===== config.mk =====
export PLATFORM = sky130hd
export DESIGN_NAME = seq_step_sched
export DESIGN_NICKNAME = d
export VERILOG_FILES = /design/src/rtl/seq_step_sched.sv
export SDC_FILE = /design/constraint.sdc
export NUM_CORES = 1
export LEC_CHECK = 0
export ABC_CLOCK_PERIOD_IN_PS = 2400
export BUFFER_PORTS_ARGS = -buffer_cell sky130_fd_sc_hd__buf_2
export CORE_MARGIN = 1
export CORE_UTILIZATION = 60
export DETAILED_ROUTE_END_ITERATION = 16
export GPL_TIMING_DRIVEN = 0
export PLACE_DENSITY = 0.92
export SLEW_MARGIN = 20
export SYNTH_ARGS = -nofsm -noshare
export SYNTH_HDL_FRONTEND = slang
export SYNTH_SLANG_ARGS = --single-unit
export TNS_END_PERCENT = 100

===== constraint.sdc =====
create_clock -name clk -period 2.4 [get_ports clk]
set_input_delay 0.48 -clock clk [delete_from_list [all_inputs] [get_ports clk]]
set_output_delay 0.48 -clock clk [all_outputs]
set_load 0.05 [all_outputs]

===== src/rtl/seq_step_sched.sv =====
// Pattern-table scheduler: presents {number} entries over a valid/ack handshake,
// dwells per entry, and supports run / pause / single-step / stop / loop modes.
module seq_step_sched #(
    parameter int DWELL_W = 4,
    parameter int DEPTH   = 8
) (
    input  logic               clk,
    input  logic               rst,
    input  logic               start,
    input  logic               stop,
    input  logic               pause,
    input  logic               step,
    input  logic               loop,
    input  logic [2:0]         last_idx,
    input  logic               wr_en,
    input  logic [2:0]         wr_addr,
    input  logic [2:0]         wr_num,
    input  logic [DWELL_W-1:0] wr_dwell,
    output logic [2:0]         number,
    output logic               num_vld,
    input  logic               num_ack,
    output logic [2:0]         cur_idx,
    output logic               busy,
    output logic               done
);

    typedef enum logic [1:0] {S_IDLE, S_PRESENT, S_DWELL, S_PAUSED} state_t;

    state_t             state_reg, state_next;
    logic [2:0]         tbl_num_reg   [DEPTH];
    logic [DWELL_W-1:0] tbl_dwell_reg [DEPTH];

    logic [2:0]         number_reg, number_next;
    logic               num_vld_reg, num_vld_next;
    logic [2:0]         cur_idx_reg, cur_idx_next;
    logic               busy_reg, busy_next;
    logic               done_reg, done_next;
    logic [DWELL_W-1:0] cnt_reg, cnt_next;
    logic [DWELL_W-1:0] hold_reg, hold_next;
    logic               step_flag_reg, step_flag_next;

    // A cur_idx beyond last_idx (last_idx lowered mid-run) counts as the end.
    logic       at_last, seq_end;
    logic [2:0] adv_idx;
    assign at_last = (cur_idx_reg >= last_idx);
    assign seq_end = at_last && !loop;
    assign adv_idx = at_last ? 3'd0 : cur_idx_reg + 3'd1;

    logic do_stop, do_first, do_ack, do_dec, do_adv;
    assign do_stop  = (state_reg != S_IDLE) && stop;
    assign do_first = (state_reg == S_IDLE) && start;
    assign do_ack   = (state_reg == S_PRESENT) && !stop && num_ack;
    assign do_dec   = (state_reg == S_DWELL) && !stop && !pause && (cnt_reg != '0);
    assign do_adv   = ((state_reg == S_DWELL) && !stop && !pause && (cnt_reg == '0))
                   || ((state_reg == S_PAUSED) && !stop && !start && !pause && step);

    // Table storage: cleared on reset, writable in any state.
    always_ff @(posedge clk) begin
        for (int i = 0; i < DEPTH; i++) begin
            if (!rst) begin
                tbl_num_reg[i]   <= '0;
                tbl_dwell_reg[i] <= '0;
            end else if (wr_en && (wr_addr == i[2:0])) begin
                tbl_num_reg[i]   <= wr_num;
                tbl_dwell_reg[i] <= wr_dwell;
            end
        end
    end

    always_ff @(posedge clk) begin
        if (!rst) begin
            state_reg     <= S_IDLE;
            number_reg    <= '0;
            num_vld_reg   <= 1'b0;
            cur_idx_reg   <= '0;
            busy_reg      <= 1'b0;
            done_reg      <= 1'b0;
            cnt_reg       <= '0;
            hold_reg      <= '0;
            step_flag_reg <= 1'b0;
        end else begin
            state_reg     <= state_next;
            number_reg    <= number_next;
            num_vld_reg   <= num_vld_next;
            cur_idx_reg   <= cur_idx_next;
            busy_reg      <= busy_next;
            done_reg      <= done_next;
            cnt_reg       <= cnt_next;
            hold_reg      <= hold_next;
            step_flag_reg <= step_flag_next;
        end
    end

    always_comb begin
        state_next = state_reg;
        unique case (state_reg)
            S_IDLE: begin
                if (start) state_next = S_PRESENT;
            end
            S_PRESENT: begin
                if (stop)         state_next = S_IDLE;
                else if (num_ack) state_next = step_flag_reg ? S_PAUSED : S_DWELL;
            end
            S_DWELL: begin
                if (stop)                state_next = S_IDLE;
                else if (pause)          state_next = S_PAUSED;
                else if (cnt_reg == '0)  state_next = seq_end ? S_IDLE : S_PRESENT;
            end
            S_PAUSED: begin
                if (stop)        state_next = S_IDLE;
                else if (start)  state_next = S_DWELL;
                else if (pause)  state_next = S_PAUSED;
                else if (step)   state_next = seq_end ? S_IDLE : S_PRESENT;
            end
            default: state_next = S_IDLE;
        endcase
    end

    // Dwell is captured at load so a rewrite of the playing entry only affects its next load.
    always_comb begin
        number_next    = number_reg;
        num_vld_next   = num_vld_reg;
        cur_idx_next   = cur_idx_reg;
        cnt_next       = cnt_reg;
        hold_next      = hold_reg;
        step_flag_next = step_flag_reg;
        done_next      = 1'b0;
        busy_next      = (state_next != S_IDLE);
        if (do_stop) begin
            number_next    = '0;
            num_vld_next   = 1'b0;
            cur_idx_next   = '0;
            step_flag_next = 1'b0;
        end else if (do_first) begin
            cur_idx_next   = '0;
            number_next    = tbl_num_reg[0];
            hold_next      = tbl_dwell_reg[0];
            num_vld_next   = 1'b1;
            step_flag_next = 1'b0;
        end else if (do_ack) begin
            num_vld_next   = 1'b0;
            cnt_next       = hold_reg;
            step_flag_next = 1'b0;
        end else if (do_dec) begin
            cnt_next = cnt_reg - DWELL_W'(1);
        end else if (do_adv) begin
            if (seq_end) begin
                number_next    = '0;
                cur_idx_next   = '0;
                num_vld_next   = 1'b0;
                step_flag_next = 1'b0;
                done_next      = 1'b1;
            end else begin
                cur_idx_next   = adv_idx;
                number_next    = tbl_num_reg[adv_idx];
                hold_next      = tbl_dwell_reg[adv_idx];
                num_vld_next   = 1'b1;
                step_flag_next = (state_reg == S_PAUSED);
            end
        end
    end

    assign number  = number_reg;
    assign num_vld = num_vld_reg;
    assign cur_idx = cur_idx_reg;
    assign busy    = busy_reg;
    assign done    = done_reg;

endmodule


After elaboration in Yosys (flattened, before gate mapping) --
Memory sizes are Yosys's and may differ from the RTL's. Cells that the tools add are included.
Word-level totals: word-level logic and storage cells 170, register bits 20, RAM bits 56, memory bits (read-only) 0, input port bits 22, bits in latches 0, output and inout bits 9, memories kept 2
Memory list:
- tbl_dwell_reg | depth 8, bits a word 4, read ports 2, clocked after Yosys merged registers in 0, wr ports 8, RTL line 31 | logic [DWELL_W-1:0] tbl_dwell_reg [DEPTH];
- tbl_num_reg | depth 8, bits a word 3, read ports 2, clocked after Yosys merged registers in 0, wr ports 8, RTL line 30 | logic [2:0] tbl_num_reg [DEPTH];
Operators by class: $mul 0, div/mod/pow operators 0, $lt $le $gt $ge 1, muxes and demuxes 75, bitwise operators 22, add/sub/neg operators 2, equal/unequal tests 14, shift-type cells 0, reduce and logical (&&, ||, !) cells 45
Operators with widths (number):
- 2-to-1 mux 4 bit | 15
- 2-to-1 mux 3 bit | 15
- 2-to-1 mux 1 bit | 34
- logical AND 1 bit | 21
- 2-to-1 mux 2 bit | 10
- OR 1 bit | 16
- == test 3 bit, second input constant | 4
- AND reduction 3 bit | 3
- one-hot mux 2 bit (4 select lines) | 1
- nonzero test 2 bit | 4
- == test 3 x 2 -> 1 bit, second input constant | 2
- NOT 1 bit | 6
- OR reduction 6 bit | 1
- AND reduction 5 bit | 1
- == test 2 bit, second input constant | 2
- zero test 1 bit | 4
- zero test 4 bit | 1
- inequality test 2 bit, second input constant | 2
- AND reduction 2 bit | 2
- nonzero test 4 bit | 1
- OR reduction 4 bit | 1
- subtractor 4 x 1 -> 4 bit, second input constant | 1
- adder 3 x 1 -> 3 bit, second input constant | 1
- == test 3 x 1 -> 1 bit, second input constant | 1
- other kinds (10) | 10

Longest topological paths before layout --
depth after elaboration 10, depth in mapped cells 10, mapped depth without buffers 7

Worst setup path before layout --
Ideal clock, no wire load.
path kind flip-flop to flip-flop, from reg cur_idx_reg[0], in the netlist cur_idx[0], to reg number_reg[1], in the netlist number[1], required time 2.326 ns, stages on the path, launching flop included 10, buffers on the path 2, library setup time 0.074 ns, path slack 0.059 ns, arrival 2.267 ns, cells stage by stage dfxtp_1 buf_6 inv_2 ha_1 nor2b_1 o21ai_2 clkbuf_8 a21oi_2 o221ai_1 a31oi_1
Between the ends: longest elaborated chain between the ends 8, elaborated cells between the ends (all ways) 10
RTL lines:
- start, declared | RTL line 35 | logic [2:0] cur_idx_reg, cur_idx_next;
- start signal, assigned | RTL line 85 | cur_idx_reg <= cur_idx_next;
- adder 3 x 1 -> 3 bit / greater-or-equal comparator 3 bit (equally long branches) | RTL line 47, 45
- 2-to-1 mux 3 bit | RTL line 47 | assign adv_idx = at_last ? 3'd0 : cur_idx_reg + 3'd1;
- memory (8 x 3 bit)
- 2-to-1 mux 3 bit * | RTL line 147 | if (seq_end) begin
- 2-to-1 mux 3 bit * | RTL line 146 | end else if (do_adv) begin
- 2-to-1 mux 3 bit * | RTL line 144 | end else if (do_dec) begin
- 2-to-1 mux 3 bit * | RTL line 140 | end else if (do_ack) begin
- 2-to-1 mux 3 bit * | RTL line 134 | end else if (do_first) begin
- end signal, assigned | RTL line 83 | number_reg <= number_next;
- end, declared | RTL line 33 | logic [2:0] number_reg, number_next;
Mark *: on every way between the ends. The rest lies on a longest branch, timed or not. The select of a mux whose other input is x is not followed. A chain may end at the register's enable or synchronous reset.

Final worst setup path --
from reg cur_idx_reg[0], in the netlist cur_idx[0], to reg hold_reg[1]
Between the ends: longest elaborated chain between the ends 8, elaborated cells between the ends (all ways) 12
RTL lines:
- adder 3 x 1 -> 3 bit / greater-or-equal comparator 3 bit (equally long branches) | RTL line 47, 45
- 2-to-1 mux 3 bit | RTL line 47
- memory (8 x 4 bit)
- 2-to-1 mux 4 bit | RTL line 147
- 2-to-1 mux 4 bit | RTL line 146
- 2-to-1 mux 4 bit | RTL line 144
- 2-to-1 mux 4 bit | RTL line 140
- 2-to-1 mux 4 bit | RTL line 134
- end signal, assigned | RTL line 89 | hold_reg <= hold_next;
- end, declared | RTL line 39 | logic [DWELL_W-1:0] hold_reg, hold_next;
Parallel ways exist; a longest one is shown, timed or not. The select of a mux whose other input is x is not followed.

==> impl_metrics.csv <==
group,metric,value,unit
global_route,grt_use_total,0.271,
timing,timing.setup.tns,0,ps
floorplan,placementRows,29,
synth,synth_area_per_cell,11.8,um^2
timing,worst_pin_slew,1120,ps
floorplan,dieWidth,82.8,um
timing,layout_setup_ws,117,ps
global_route,grt_first_pass_wirelength,14000,um
power_and_ir_drop,power_density,668,nW/um^2
synth,synth_seq_area_share,0.531,
place,dpl.hpwl,6210,um
floorplan,die_area,6860,um^2
floorplan,total_i_o_pin_count,31,
global_route,grt-ovfl-total,0,
synth,synthDistinctLibCells,59,
place,number_of_port_buffers,30,
synth,synthesis.instances,331,
timing,final.min_clock_period,2280,ps
synth,post_synth_design_cell_area,3920,um^2
timing,setup_violations,0,
detailed_routing,initialDrtViolationCount,249,
global_route,via_count_of_the_first_global_routing_pass,2811,
synth,synth.yosys.warnings,0,
timing,fmax,438,MHz
cts,clockRootBuffer,"sky130_fd_sc_hd__clkbuf_8",
global_route,grt_max_degree,14,
floorplan,die_h,82.8,um
cts,cts_htree_levels,3,
cells_and_area,design.final.nets,399,
setup_path,startpoint,"cur_idx[0]",
setup_path,worstSetupStartpointType,"flop",
cts,buffers_inserted_during_post_cts_setup_optimization,0,
min_path,hold_crit_path_type,"in2reg",
detailed_routing,vias_per_cell,6.29,
power_and_ir_drop,leakagePower,0.00166,uW
setup_path,crit_arrival,2540,ps
cts,cts_made_buffers,9,
place,detailed_place.area,4170,um^2
cts,cts_max_path_buffers,2,
place,gp_routability_congestion,0.965,
timing,grt_setup_unrepaired,"false",
timing,holdWs,299,ps
cts,clk_pin_slew_worst_paths,80,ps
synth,yosys-top-cells-area,"sky130_fd_sc_hd__edfxtp_1, sky130_fd_sc_hd__dfxtp_1, sky130_fd_sc_hd__and2_1",
synth,primary_flip_flop_cell_chosen_by_synthesis_mapping,"sky130_fd_sc_hd__edfxtp_1",
setup_path,critical_path.max_fanout,10,
cts,worst_skew_late_latency,360,ps
status,outcome,"finished, final reports clean",
place,preCtsSetupSlack,77.8,ps
setup_path,worst_setup_path_end_kind,"flop",
floorplan,coreArea,6310,um^2
timing,period_share,0.951,
cells_and_area,area_delta_synth_final,12.1,%
cells_and_area,largest_register_ffs,32,
detailed_routing,num_vias,2857,
timing,report.final.hold_viol_count,0,
cts,clock_sink_count,76,
cells_and_area,finish.instance_area,4400,um^2
synth,synth-async-reset-ratio,0,
power_and_ir_drop,worst_ir_drop_vdd,0.000444,V
synth,mappedNetlistNets,358,
cells_and_area,antenna-diode-count,0,
detailed_routing,routedWlPerCell,19.3,um
cells_and_area,layout-drive-gt1-share,0.191,
timing,skew,7.38,ps
min_path,worst_hold_startpoint,"loop",
synth,proportion_of_netlist_area_held_by_the_largest_area_contributor,0.429,
timing,timing_max_transition_violations_final,0,
detailed_routing,route.detailed.drc,0,
detailed_routing,drt_pass1_iterations,5,
synth,cell_with_the_most_instances_after_synthesis,"sky130_fd_sc_hd__and2_1",
synth,ys_top_cells_by_count,"sky130_fd_sc_hd__and2_1, sky130_fd_sc_hd__edfxtp_1, sky130_fd_sc_hd__dfxtp_1, sky130_fd_sc_hd__nor2_1, sky130_fd_sc_hd__o21ai_0",
setup_path,worstReg2RegStart,"cur_idx[0]",
detailed_routing,antenna_violating_nets_post_route,0,
cts,clock_tree_from_tritoncts,"built",
setup_path,worstSetupPathType,"reg2reg",
synth,post-synth-top-area-cell,"sky130_fd_sc_hd__edfxtp_1",
global_route,initial_antenna_violation_count,0,
floorplan,initial_core_util,0.621,
synth,synth_enable_flop_cells,56,
setup_path,cp_data_required_time,2660,ps
job,drv.max_cap_violation_count,0,
synth,ys_seq_elements,76,
timing,timing.max_slew.rel_slack,0.248,
detailed_routing,totalWireLength,8780,um
[layout by cell type, fill, tap and decap left out, types with 13 or more instances in the layout]
master / n
sky130_fd_sc_hd__a21oi_1: 17
sky130_fd_sc_hd__and2_1: 57
sky130_fd_sc_hd__buf_2: 32
sky130_fd_sc_hd__clkbuf_8: 13
sky130_fd_sc_hd__dfxtp_1: 20
sky130_fd_sc_hd__edfxtp_1: 56
sky130_fd_sc_hd__mux2i_1: 13
sky130_fd_sc_hd__nand2_1: 13
sky130_fd_sc_hd__nor2_1: 20
sky130_fd_sc_hd__o21ai_0: 19
[logic make-up after synthesis]
kind of cell	Yosys count	share of synthesized area
buffers and inverters	25	0.0507
flip-flops	76	0.531
AO/OA/AOI/OAI	77	0.130
multiplexers	20	0.0782
AND/OR/NAND/NOR	126	0.188
adder cells (fa/ha/maj)	5	0.0160
XOR/XNOR	2	0.00638
[per-layer routing]
metal  up-vias  global-route usage  wire length (um)  share of wire
met4         0               0.149               332          0.038
met1      1349               0.331              3550           0.40
met3        25              0.0795               674          0.077
met5         -                   0                 0              0
met2       149               0.432              4220           0.48
li1       1334                   -                 -              -
[path summary, 6_finish.rpt]
check,to,slack (ps),cells after the start
max,hold_reg[1],120,9
min,done,300,2
max reg2reg,hold_reg[1],120,9
min reg2reg,number[1],500,2
[critical path: stages, from the launching register on]
cell and delay, ps:
sky130_fd_sc_hd__dfxtp_1 380, sky130_fd_sc_hd__buf_6 190, sky130_fd_sc_hd__inv_2 120, sky130_fd_sc_hd__ha_1 290, sky130_fd_sc_hd__nor2b_1 190, sky130_fd_sc_hd__o21ai_2 130, sky130_fd_sc_hd__clkbuf_8 190, sky130_fd_sc_hd__o311ai_0 410
sky130_fd_sc_hd__a31oi_1 100, sky130_fd_sc_hd__o32a_1 170
[per-stage QoR]
stage / utilization / power, uW / cells
2_1_floorplan: - / 1760 / 331
3_3_place_gp: 0.660 / 1850 / 438
3_5_place_dp: 0.660 / 1870 / 438
4_1_cts: 0.694 / 2940 / 454
5_1_grt: 0.696 / 3040 / 454
6_report: 0.696 / 2940 / 454
[layout make-up]
type                            instances  area [um^2]
Clock buffer                            9          124
Timing Repair Buffer                   30          150
Inverter                               11         41.3
Buffer                                 14          158
Clock inverter                          7         91.3
Tap cell                               77         96.3
Sequential cell                        76         2080
Fill cell                             455         1920
Multi-Input combinational cell        230         1650
[timing repair]
action,4_1_cts,5_1_grt
resized for setup,0,2
hold buffers,0,0
endpoints found under the setup margin,0,6
[where the power goes]
part           internal, uW  leakage, uW  switching [uW]
sequential             1490     0.000705            38.3
clock                   582     0.000111             503
combinational           130     0.000849             189
No activity file was read; power rests on OpenSTA's default activity.
